===== config.mk =====
export PLATFORM = sky130hd
export DESIGN_NAME = md_issue_ctrl_flat
export DESIGN_NICKNAME = d
export VERILOG_FILES = /design/src/rtl/md_issue_pkg.sv /design/src/rtl/md_issue_ctrl_if.sv /design/src/rtl/md_watchdog.sv /design/src/rtl/md_issue_ctrl.sv /design/src/flat_wrapper.sv
export SDC_FILE = /design/constraint.sdc
export NUM_CORES = 1
export LEC_CHECK = 0
export CORE_UTILIZATION = 48
export DETAILED_ROUTE_END_ITERATION = 8
export PLACE_DENSITY = 0.87
export SYNTH_ARGS = -nofsm -noshare
export SYNTH_HDL_FRONTEND = slang
export SYNTH_SLANG_ARGS = --single-unit

===== constraint.sdc =====
create_clock -name clock -period 2.13 [get_ports clock]
set_input_delay 0.426 -clock clock [delete_from_list [all_inputs] [get_ports clock]]
set_output_delay 0.426 -clock clock [all_outputs]
set_load 0.01 [all_outputs]

===== src/rtl/md_issue_pkg.sv =====
// Shared definitions for the multiply/divide issue controller: FSM encoding,
// exception writeback constants and payload structs.
package md_issue_pkg;

  localparam int unsigned DATA_W          = 32;
  localparam int unsigned REG_W           = 5;
  localparam int unsigned WDOG_W          = 6;
  localparam int unsigned TIMEOUT_CYC_DEF = 48;

  localparam logic [1:0] ST_IDLE  = 2'd0;
  localparam logic [1:0] ST_START = 2'd1;
  localparam logic [1:0] ST_BUSY  = 2'd2;
  localparam logic [1:0] ST_DONE  = 2'd3;

  localparam logic [REG_W-1:0]  RSTATUS_REG = 5'd30;
  localparam logic [DATA_W-1:0] EXC_MULT    = 32'd4;
  localparam logic [DATA_W-1:0] EXC_DIV     = 32'd5;

  // Operation captured at accept time
  typedef struct packed {
    logic [DATA_W-1:0] op_a;
    logic [DATA_W-1:0] op_b;
    logic [REG_W-1:0]  rd;
    logic              is_div;
  } md_req_t;

  // Writeback payload
  typedef struct packed {
    logic [DATA_W-1:0] data;
    logic [REG_W-1:0]  rd;
    logic              exception;
  } wb_pkt_t;

  // Exception completion: status register gets the cause code of the op kind
  function automatic wb_pkt_t exc_wb(input logic is_div);
    wb_pkt_t pkt;
    pkt.data      = is_div ? EXC_DIV : EXC_MULT;
    pkt.rd        = RSTATUS_REG;
    pkt.exception = 1'b1;
    return pkt;
  endfunction

endpackage


===== src/rtl/md_issue_ctrl_if.sv =====
// Execute-stage, multiplier/divider and writeback signals of md_issue_ctrl.
// slave is the controller's view, master the surrounding pipeline/unit view.
interface md_issue_ctrl_if;
  import md_issue_pkg::*;

  logic              x_valid;
  logic              x_is_mult;
  logic              x_is_div;
  logic [DATA_W-1:0] x_opA;
  logic [DATA_W-1:0] x_opB;
  logic [REG_W-1:0]  x_rd;

  logic [DATA_W-1:0] md_opA;
  logic [DATA_W-1:0] md_opB;
  logic              md_ctrl_MULT;
  logic              md_ctrl_DIV;
  logic [DATA_W-1:0] md_result;
  logic              md_exception;
  logic              md_resultRDY;

  logic              stall;
  logic              wb_valid;
  logic [REG_W-1:0]  wb_rd;
  logic [DATA_W-1:0] wb_data;
  logic              wb_exception;

  modport slave (
    input  x_valid, x_is_mult, x_is_div, x_opA, x_opB, x_rd,
    input  md_result, md_exception, md_resultRDY,
    output md_opA, md_opB, md_ctrl_MULT, md_ctrl_DIV,
    output stall, wb_valid, wb_rd, wb_data, wb_exception
  );

  modport master (
    output x_valid, x_is_mult, x_is_div, x_opA, x_opB, x_rd,
    output md_result, md_exception, md_resultRDY,
    input  md_opA, md_opB, md_ctrl_MULT, md_ctrl_DIV,
    input  stall, wb_valid, wb_rd, wb_data, wb_exception
  );

endinterface


===== src/rtl/md_watchdog.sv =====
// BUSY-cycle watchdog; only built when MD_TIMEOUT_EN is defined.
// expired flags the LIMIT-th consecutive enabled cycle.
`ifdef MD_TIMEOUT_EN
module md_watchdog
  import md_issue_pkg::*;
#(
  parameter int unsigned LIMIT = TIMEOUT_CYC_DEF
) (
  input  logic clock,
  input  logic reset,
  input  logic en,
  input  logic clear,
  output logic expired
);

  logic [WDOG_W-1:0] count;

  always_ff @(posedge clock) begin
    if (reset || clear) begin
      count <= '0;
    end else if (en) begin
      count <= count + WDOG_W'(1);
    end
  end

  // Combinational so the abort lands on the same edge as a late RDY would
  assign expired = en & (count == WDOG_W'(LIMIT - 1));

endmodule
`endif


===== src/rtl/md_issue_ctrl.sv =====
// Issue controller sequencing one multiply/divide at a time and returning its
// result to writeback. Define MD_TIMEOUT_EN to abort ops stuck in BUSY.
module md_issue_ctrl
  import md_issue_pkg::*;
#(
  parameter int unsigned TIMEOUT_CYC = TIMEOUT_CYC_DEF
) (
  input  logic           clock,
  input  logic           reset,
  md_issue_ctrl_if.slave bus
);

  if (TIMEOUT_CYC == 0 || TIMEOUT_CYC > (1 << WDOG_W)) begin : g_bad_timeout
    $error("md_issue_ctrl: TIMEOUT_CYC must be in 1..64");
  end

  logic [1:0] state, state_d;
  md_req_t    req_q, req_d;
  wb_pkt_t    wb_q, wb_d;
  logic       mult_q, mult_d;
  logic       div_q, div_d;
  logic       wb_valid_q, wb_valid_d;

  logic       req_present_c;
  logic       accept_c;
  logic       is_div_c;
  logic       busy_c;
  logic       abort_c;

  // Both kind bits set resolves to multiply
  assign is_div_c      = bus.x_is_div & ~bus.x_is_mult;
  assign req_present_c = bus.x_valid & (bus.x_is_mult | bus.x_is_div);
  assign accept_c      = req_present_c & ((state == ST_IDLE) | (state == ST_DONE));
  assign busy_c        = (state == ST_BUSY);

`ifdef MD_TIMEOUT_EN
  logic wdog_expired;

  md_watchdog #(
    .LIMIT (TIMEOUT_CYC)
  ) u_watchdog (
    .clock   (clock),
    .reset   (reset),
    .en      (busy_c),
    .clear   (~busy_c),
    .expired (wdog_expired)
  );

  assign abort_c = wdog_expired;
`else
  assign abort_c = 1'b0;
`endif

  // State and registered outputs
  always_ff @(posedge clock) begin
    if (reset) begin
      state      <= ST_IDLE;
      req_q      <= '0;
      wb_q       <= '0;
      mult_q     <= 1'b0;
      div_q      <= 1'b0;
      wb_valid_q <= 1'b0;
    end else begin
      state      <= state_d;
      req_q      <= req_d;
      wb_q       <= wb_d;
      mult_q     <= mult_d;
      div_q      <= div_d;
      wb_valid_q <= wb_valid_d;
    end
  end

  // Next state and next output values
  always_comb begin
    state_d    = state;
    req_d      = req_q;
    wb_d       = wb_q;
    mult_d     = 1'b0;
    div_d      = 1'b0;
    wb_valid_d = 1'b0;

    unique case (state)
      ST_IDLE, ST_DONE: begin
        if (accept_c) begin
          req_d   = '{op_a: bus.x_opA, op_b: bus.x_opB, rd: bus.x_rd, is_div: is_div_c};
          mult_d  = ~is_div_c;
          div_d   = is_div_c;
          state_d = ST_START;
        end else begin
          state_d = ST_IDLE;
        end
      end
      ST_START: begin
        state_d = ST_BUSY;
      end
      ST_BUSY: begin
        if (bus.md_resultRDY) begin
          state_d    = ST_DONE;
          wb_valid_d = 1'b1;
          if (bus.md_exception) begin
            wb_d = exc_wb(req_q.is_div);
          end else begin
            wb_d = '{data: bus.md_result, rd: req_q.rd, exception: 1'b0};
          end
        end else if (abort_c) begin
          state_d    = ST_DONE;
          wb_valid_d = 1'b1;
          wb_d       = exc_wb(req_q.is_div);
        end
      end
      default: begin
        state_d = ST_IDLE;
      end
    endcase
  end

  // Pipeline freeze: in flight, or a request arriving while IDLE/DONE
  assign bus.stall        = (state == ST_START) | busy_c | accept_c;

  assign bus.md_opA       = req_q.op_a;
  assign bus.md_opB       = req_q.op_b;
  assign bus.md_ctrl_MULT = mult_q;
  assign bus.md_ctrl_DIV  = div_q;

  assign bus.wb_valid     = wb_valid_q;
  assign bus.wb_rd        = wb_q.rd;
  assign bus.wb_data      = wb_q.data;
  assign bus.wb_exception = wb_q.exception;

endmodule


===== src/flat_wrapper.sv =====
// flat-port wrapper written by rule: the top's interface ports become plain ports
module md_issue_ctrl_flat import md_issue_pkg::*;
#(
  parameter int unsigned TIMEOUT_CYC = TIMEOUT_CYC_DEF
)
  (clock, reset, bus_x_valid, bus_x_is_mult, bus_x_is_div, bus_x_opA, bus_x_opB, bus_x_rd, bus_md_result, bus_md_exception, bus_md_resultRDY, bus_md_opA, bus_md_opB, bus_md_ctrl_MULT, bus_md_ctrl_DIV, bus_stall, bus_wb_valid, bus_wb_rd, bus_wb_data, bus_wb_exception);
  md_issue_ctrl_if bus_i ();
  input  logic clock;
  input  logic reset;
  input wire logic [$bits(bus_i.x_valid)-1:0] bus_x_valid;
  input wire logic [$bits(bus_i.x_is_mult)-1:0] bus_x_is_mult;
  input wire logic [$bits(bus_i.x_is_div)-1:0] bus_x_is_div;
  input wire logic [$bits(bus_i.x_opA)-1:0] bus_x_opA;
  input wire logic [$bits(bus_i.x_opB)-1:0] bus_x_opB;
  input wire logic [$bits(bus_i.x_rd)-1:0] bus_x_rd;
  input wire logic [$bits(bus_i.md_result)-1:0] bus_md_result;
  input wire logic [$bits(bus_i.md_exception)-1:0] bus_md_exception;
  input wire logic [$bits(bus_i.md_resultRDY)-1:0] bus_md_resultRDY;
  output wire logic [$bits(bus_i.md_opA)-1:0] bus_md_opA;
  output wire logic [$bits(bus_i.md_opB)-1:0] bus_md_opB;
  output wire logic [$bits(bus_i.md_ctrl_MULT)-1:0] bus_md_ctrl_MULT;
  output wire logic [$bits(bus_i.md_ctrl_DIV)-1:0] bus_md_ctrl_DIV;
  output wire logic [$bits(bus_i.stall)-1:0] bus_stall;
  output wire logic [$bits(bus_i.wb_valid)-1:0] bus_wb_valid;
  output wire logic [$bits(bus_i.wb_rd)-1:0] bus_wb_rd;
  output wire logic [$bits(bus_i.wb_data)-1:0] bus_wb_data;
  output wire logic [$bits(bus_i.wb_exception)-1:0] bus_wb_exception;
  assign bus_i.x_valid = bus_x_valid;
  assign bus_i.x_is_mult = bus_x_is_mult;
  assign bus_i.x_is_div = bus_x_is_div;
  assign bus_i.x_opA = bus_x_opA;
  assign bus_i.x_opB = bus_x_opB;
  assign bus_i.x_rd = bus_x_rd;
  assign bus_i.md_result = bus_md_result;
  assign bus_i.md_exception = bus_md_exception;
  assign bus_i.md_resultRDY = bus_md_resultRDY;
  assign bus_md_opA = bus_i.md_opA;
  assign bus_md_opB = bus_i.md_opB;
  assign bus_md_ctrl_MULT = bus_i.md_ctrl_MULT;
  assign bus_md_ctrl_DIV = bus_i.md_ctrl_DIV;
  assign bus_stall = bus_i.stall;
  assign bus_wb_valid = bus_i.wb_valid;
  assign bus_wb_rd = bus_i.wb_rd;
  assign bus_wb_data = bus_i.wb_data;
  assign bus_wb_exception = bus_i.wb_exception;
  md_issue_ctrl #(.TIMEOUT_CYC(TIMEOUT_CYC)) u_core (.clock(clock), .reset(reset), .bus(bus_i));
endmodule

==> metrics.txt, run 1 <==
status completed; post-DR wirelength/cell 15.1 microns; Post-synth top cells nand2b_1 (140), dfxtp_1 (113), mux2i_1 (71); power per cell area 990 mW/mm^2; peak supply drop approximately 0.58 mV; min-delay src bus_md_resultRDY; Sw Pwr 0.00215 W; Vias 4275; worst stage delay on the critical path ~0.34 ns; Fmax 502 MHz; Setup Total Neg Slack 0 ns; GRT Residual Overflow 0; drt drc 0; Worst path slowest cell dfxtp_1; CTS tree built; antenna violations before repair 0; Cell Int Power 0.00571 W; largest net degree at the start of global routing 103; Post-DP HPWL between 9000 and 10000 microns; slew margin rel. 52.2%; Die H about 110 microns; worst path arrival time between 1.5 and 2 ns; CTS max path bufs 2; die footprint 0.0120 sq mm; Root Buffer clkbuf_16; count of flip-flops with a built-in enable after synthesis 0; worst-margin pin slew ~0.7 ns; post-synthesis area per instance 9.85 sq um; FF/Latch Area 0.00226 sq mm; most common flop cell mapped by yosys dfxtp_1; Starting DRT DRC Count 228; Comb pwr share 28.6%; Setup crit end kind output port; drt pass-1 iters 6; vias in the first global route 4315; Post-Route Skew 0.00941 ns; post-route ant nets 0; Netlist cell types 24; number of post-CTS setup repair buffers 0; sequential share of power 33.2%; Area Overhead vs Synth 42.6%; yosys warns 0; reg2reg start u_core.state[0]$_SDFFE_PP0P_; TritonCTS Sinks 113; initial core utilization 50.2%; Min-Delay Path Class input port to register; final worst-path cycle share about 94%; fin crit period 1.99 ns; Total GRT Usage 21.8%; Area contributors post-synth dfxtp_1 (41%), nand2b_1 (16%), mux2i_1 (13%), buf_4 (8.8%), a21bo_2 (5.8%); Worst setup startpoint u_core.state[0]$_SDFFE_PP0P_; Final setup viols 0; family with the most delay on the worst path flip-flops; chip width 110 microns; # diodes 0; I/O pin count 214; number of max-cap violations 0; part of the Yosys area used for sequential elements between 40% and 50%; Port Buffers around 210; Final Wtd Congestion 0.731; # resized after CTS 2; clock slew at reported path FFs 0.05 ns; routed vias/inst 5.02; Core Region around 0.011 sq mm; post-synth top area share roughly two fifths; Critical Path, Cell by Cell inv_1 -> ha_4 -> o211ai_1 -> nand2_1 -> dlygate4sd2_1; switch share 27.4%; Setup crit start kind register; CP Buf/Inv Count 2; post-synth top area cell dfxtp_1; Worst EP required 1.70 ns; Max Transition Viols Final 0; layout cells sized above 1 between 10% and 20%; H-tree levels 4; synthesized area 0.00556 sq mm; Net Count, Synth 674; DRT Wirelength roughly 13000 microns; Post-CTS Hold Buffers 0; first-pass GRT wire length around 20000 microns; Post-Syn Instances 565; Layout Cells excl Fill about 850; placed insts 819; most common cell in the synthesized netlist nand2b_1; critical path peak fanout 6; Layout Nets just over 800; P_leak 2.92 nW; Async SR Flop Fraction 0%; clock power share 38.3%; Clock Latency Late Sink around 0.40 ns; final hold violation count 0; register bit total from synthesis 113; RSZ-0062 raised after global routing no; kind of critical path register to output port; floorplan row count 38; TritonCTS Buffers 17; multi-input logic area 0.00256 sq mm; Filler Cells Inserted 809
[power by group through the flow]
stage          sequential, W  clock (W)  combinational, W
6_report             0.00261    0.00300           0.00224
4_1_cts              0.00261    0.00307           0.00227
3_5_place_dp         0.00264          0           0.00223
2_1_floorplan        0.00264          0           0.00151
5_1_grt              0.00265    0.00317           0.00241
3_3_place_gp         0.00263          0           0.00218
[cell families (layout without fill, tap and decap cells)]
logic type | after synthesis | in the layout | synth area share [%]
flops | 113 | 113 | 40.7
buf+inv | 115 | 261 | 13.7
compound gates | 81 | 81 | 10.8
mux | 71 | 71 | 12.8
simple gates | 184 | 184 | 21.9
fa+ha+maj | 1 | 1 | 0.225
[cells in the final DEF, fill, tap and decap left out, types with 2 or more instances in the layout]
master,count
a211oi_1,7
a21bo_2,32
a21oi_1,38
and2_1,2
buf_12,5
buf_4,10
bufinv_16,4
clkbuf_16,17
clkbuf_8,2
clkdlybuf4s50_1,210
clkinv_4,2
clkinvlp_4,4
dfxtp_1,113
inv_1,2
mux2i_1,71
nand2b_1,140
nand4b_1,31
nor2_1,6
[metrics by stage]
step | hold WS, ns | util (%) | setup slack, ns | total power [W] | cell area, sq um
floorplan | 0.448 | - | 0.684 | 0.00415 | 5560
global placement | 0.457 | 65.8 | 0.0280 | 0.00481 | 7290
detailed placement | 0.462 | 65.8 | 0.0362 | 0.00487 | 7290
CTS | 0.439 | 71.6 | 0.117 | 0.00794 | 7930
global route | 0.463 | 71.6 | 0.0588 | 0.00822 | 7930
finish | 0.457 | 71.6 | 0.136 | 0.00786 | 7930
[worst reg2reg max path, cell delays in order, from the launching register on]
cell	delay (ns)
dfxtp_1	0.34
inv_1	0.08
ha_4	0.30
o211a_4	0.27
buf_12	0.26
mux2i_1	0.25
[registers in the layout, indices dropped and copies added, names as in the netlist]
signal and count:
u_core.bus.md_ctrl_MULT 1, u_core.bus.md_ctrl_DIV 1, u_core.bus.md_opB 32, u_core.bus.wb_valid 1, u_core.req_q 6, u_core.bus.wb_exception 1, u_core.bus.wb_rd 5, u_core.bus.md_opA 32
u_core.state 2, u_core.bus.wb_data 32
[routing by layer]
metal  GRT usage [%]  vias to the layer above  part of all wire, %
li1                -                     2105                    -
met1            22.1                     1978                   39
met2            38.5                      170                   49
met3            10.1                       22                   11
met4            9.43                        0                  2.0
met5               0                        -                    0
[final cells by class]
| class | instances | share of cell area [%] |
|---|---|---|
| Clock buffer | 20 | 5.76 |
| Clock inverter | 12 | 2.29 |
| Inverter | 2 | 0.0946 |
| Multi-Input combinational cell | 337 | 32.3 |
| Sequential cell | 113 | 28.5 |
| Tap cell | 140 | 2.21 |
| Timing Repair Buffer | 227 | 28.9 |
[final timing paths]
path / end / slack, ns / depth (start not counted)
worst min register to register: u_core.bus.md_opA[7]$_SDFFE_PP0P_ / 0.47 / 2
worst max-delay path: bus_stall / 0.14 / 5
worst max register to register: u_core.bus.md_opB[7]$_SDFFE_PP0P_ / 0.56 / 5
worst min-delay path: u_core.bus.wb_data[12]$_SDFFE_PP0P_ / 0.46 / 3
Power figures use the tool's default switching activity.
==> inputs of run 2 (changes only) <==
--- a/config.mk
+++ b/config.mk
@@ -6,6 +6,7 @@
 export NUM_CORES = 1
 export LEC_CHECK = 0
 export CORE_UTILIZATION = 48
+export CTS_CLUSTER_SIZE = 14
 export DETAILED_ROUTE_END_ITERATION = 8
 export PLACE_DENSITY = 0.87
 export SYNTH_ARGS = -nofsm -noshare
==> results of run 2 <==
Same layout as run 1: the final DEF is identical, and so are final timing and power.
==> inputs of run 3 (changes only) <==
--- a/config.mk
+++ b/config.mk
@@ -6,9 +6,11 @@
 export NUM_CORES = 1
 export LEC_CHECK = 0
 export CORE_UTILIZATION = 48
+export CTS_CLUSTER_DIAMETER = 60
 export CTS_CLUSTER_SIZE = 14
 export DETAILED_ROUTE_END_ITERATION = 8
 export PLACE_DENSITY = 0.87
+export SLEW_MARGIN = 20
 export SYNTH_ARGS = -nofsm -noshare
 export SYNTH_HDL_FRONTEND = slang
 export SYNTH_SLANG_ARGS = --single-unit
==> results of run 3 <==
Same layout as run 1: the final DEF is identical, and so are final timing and power.
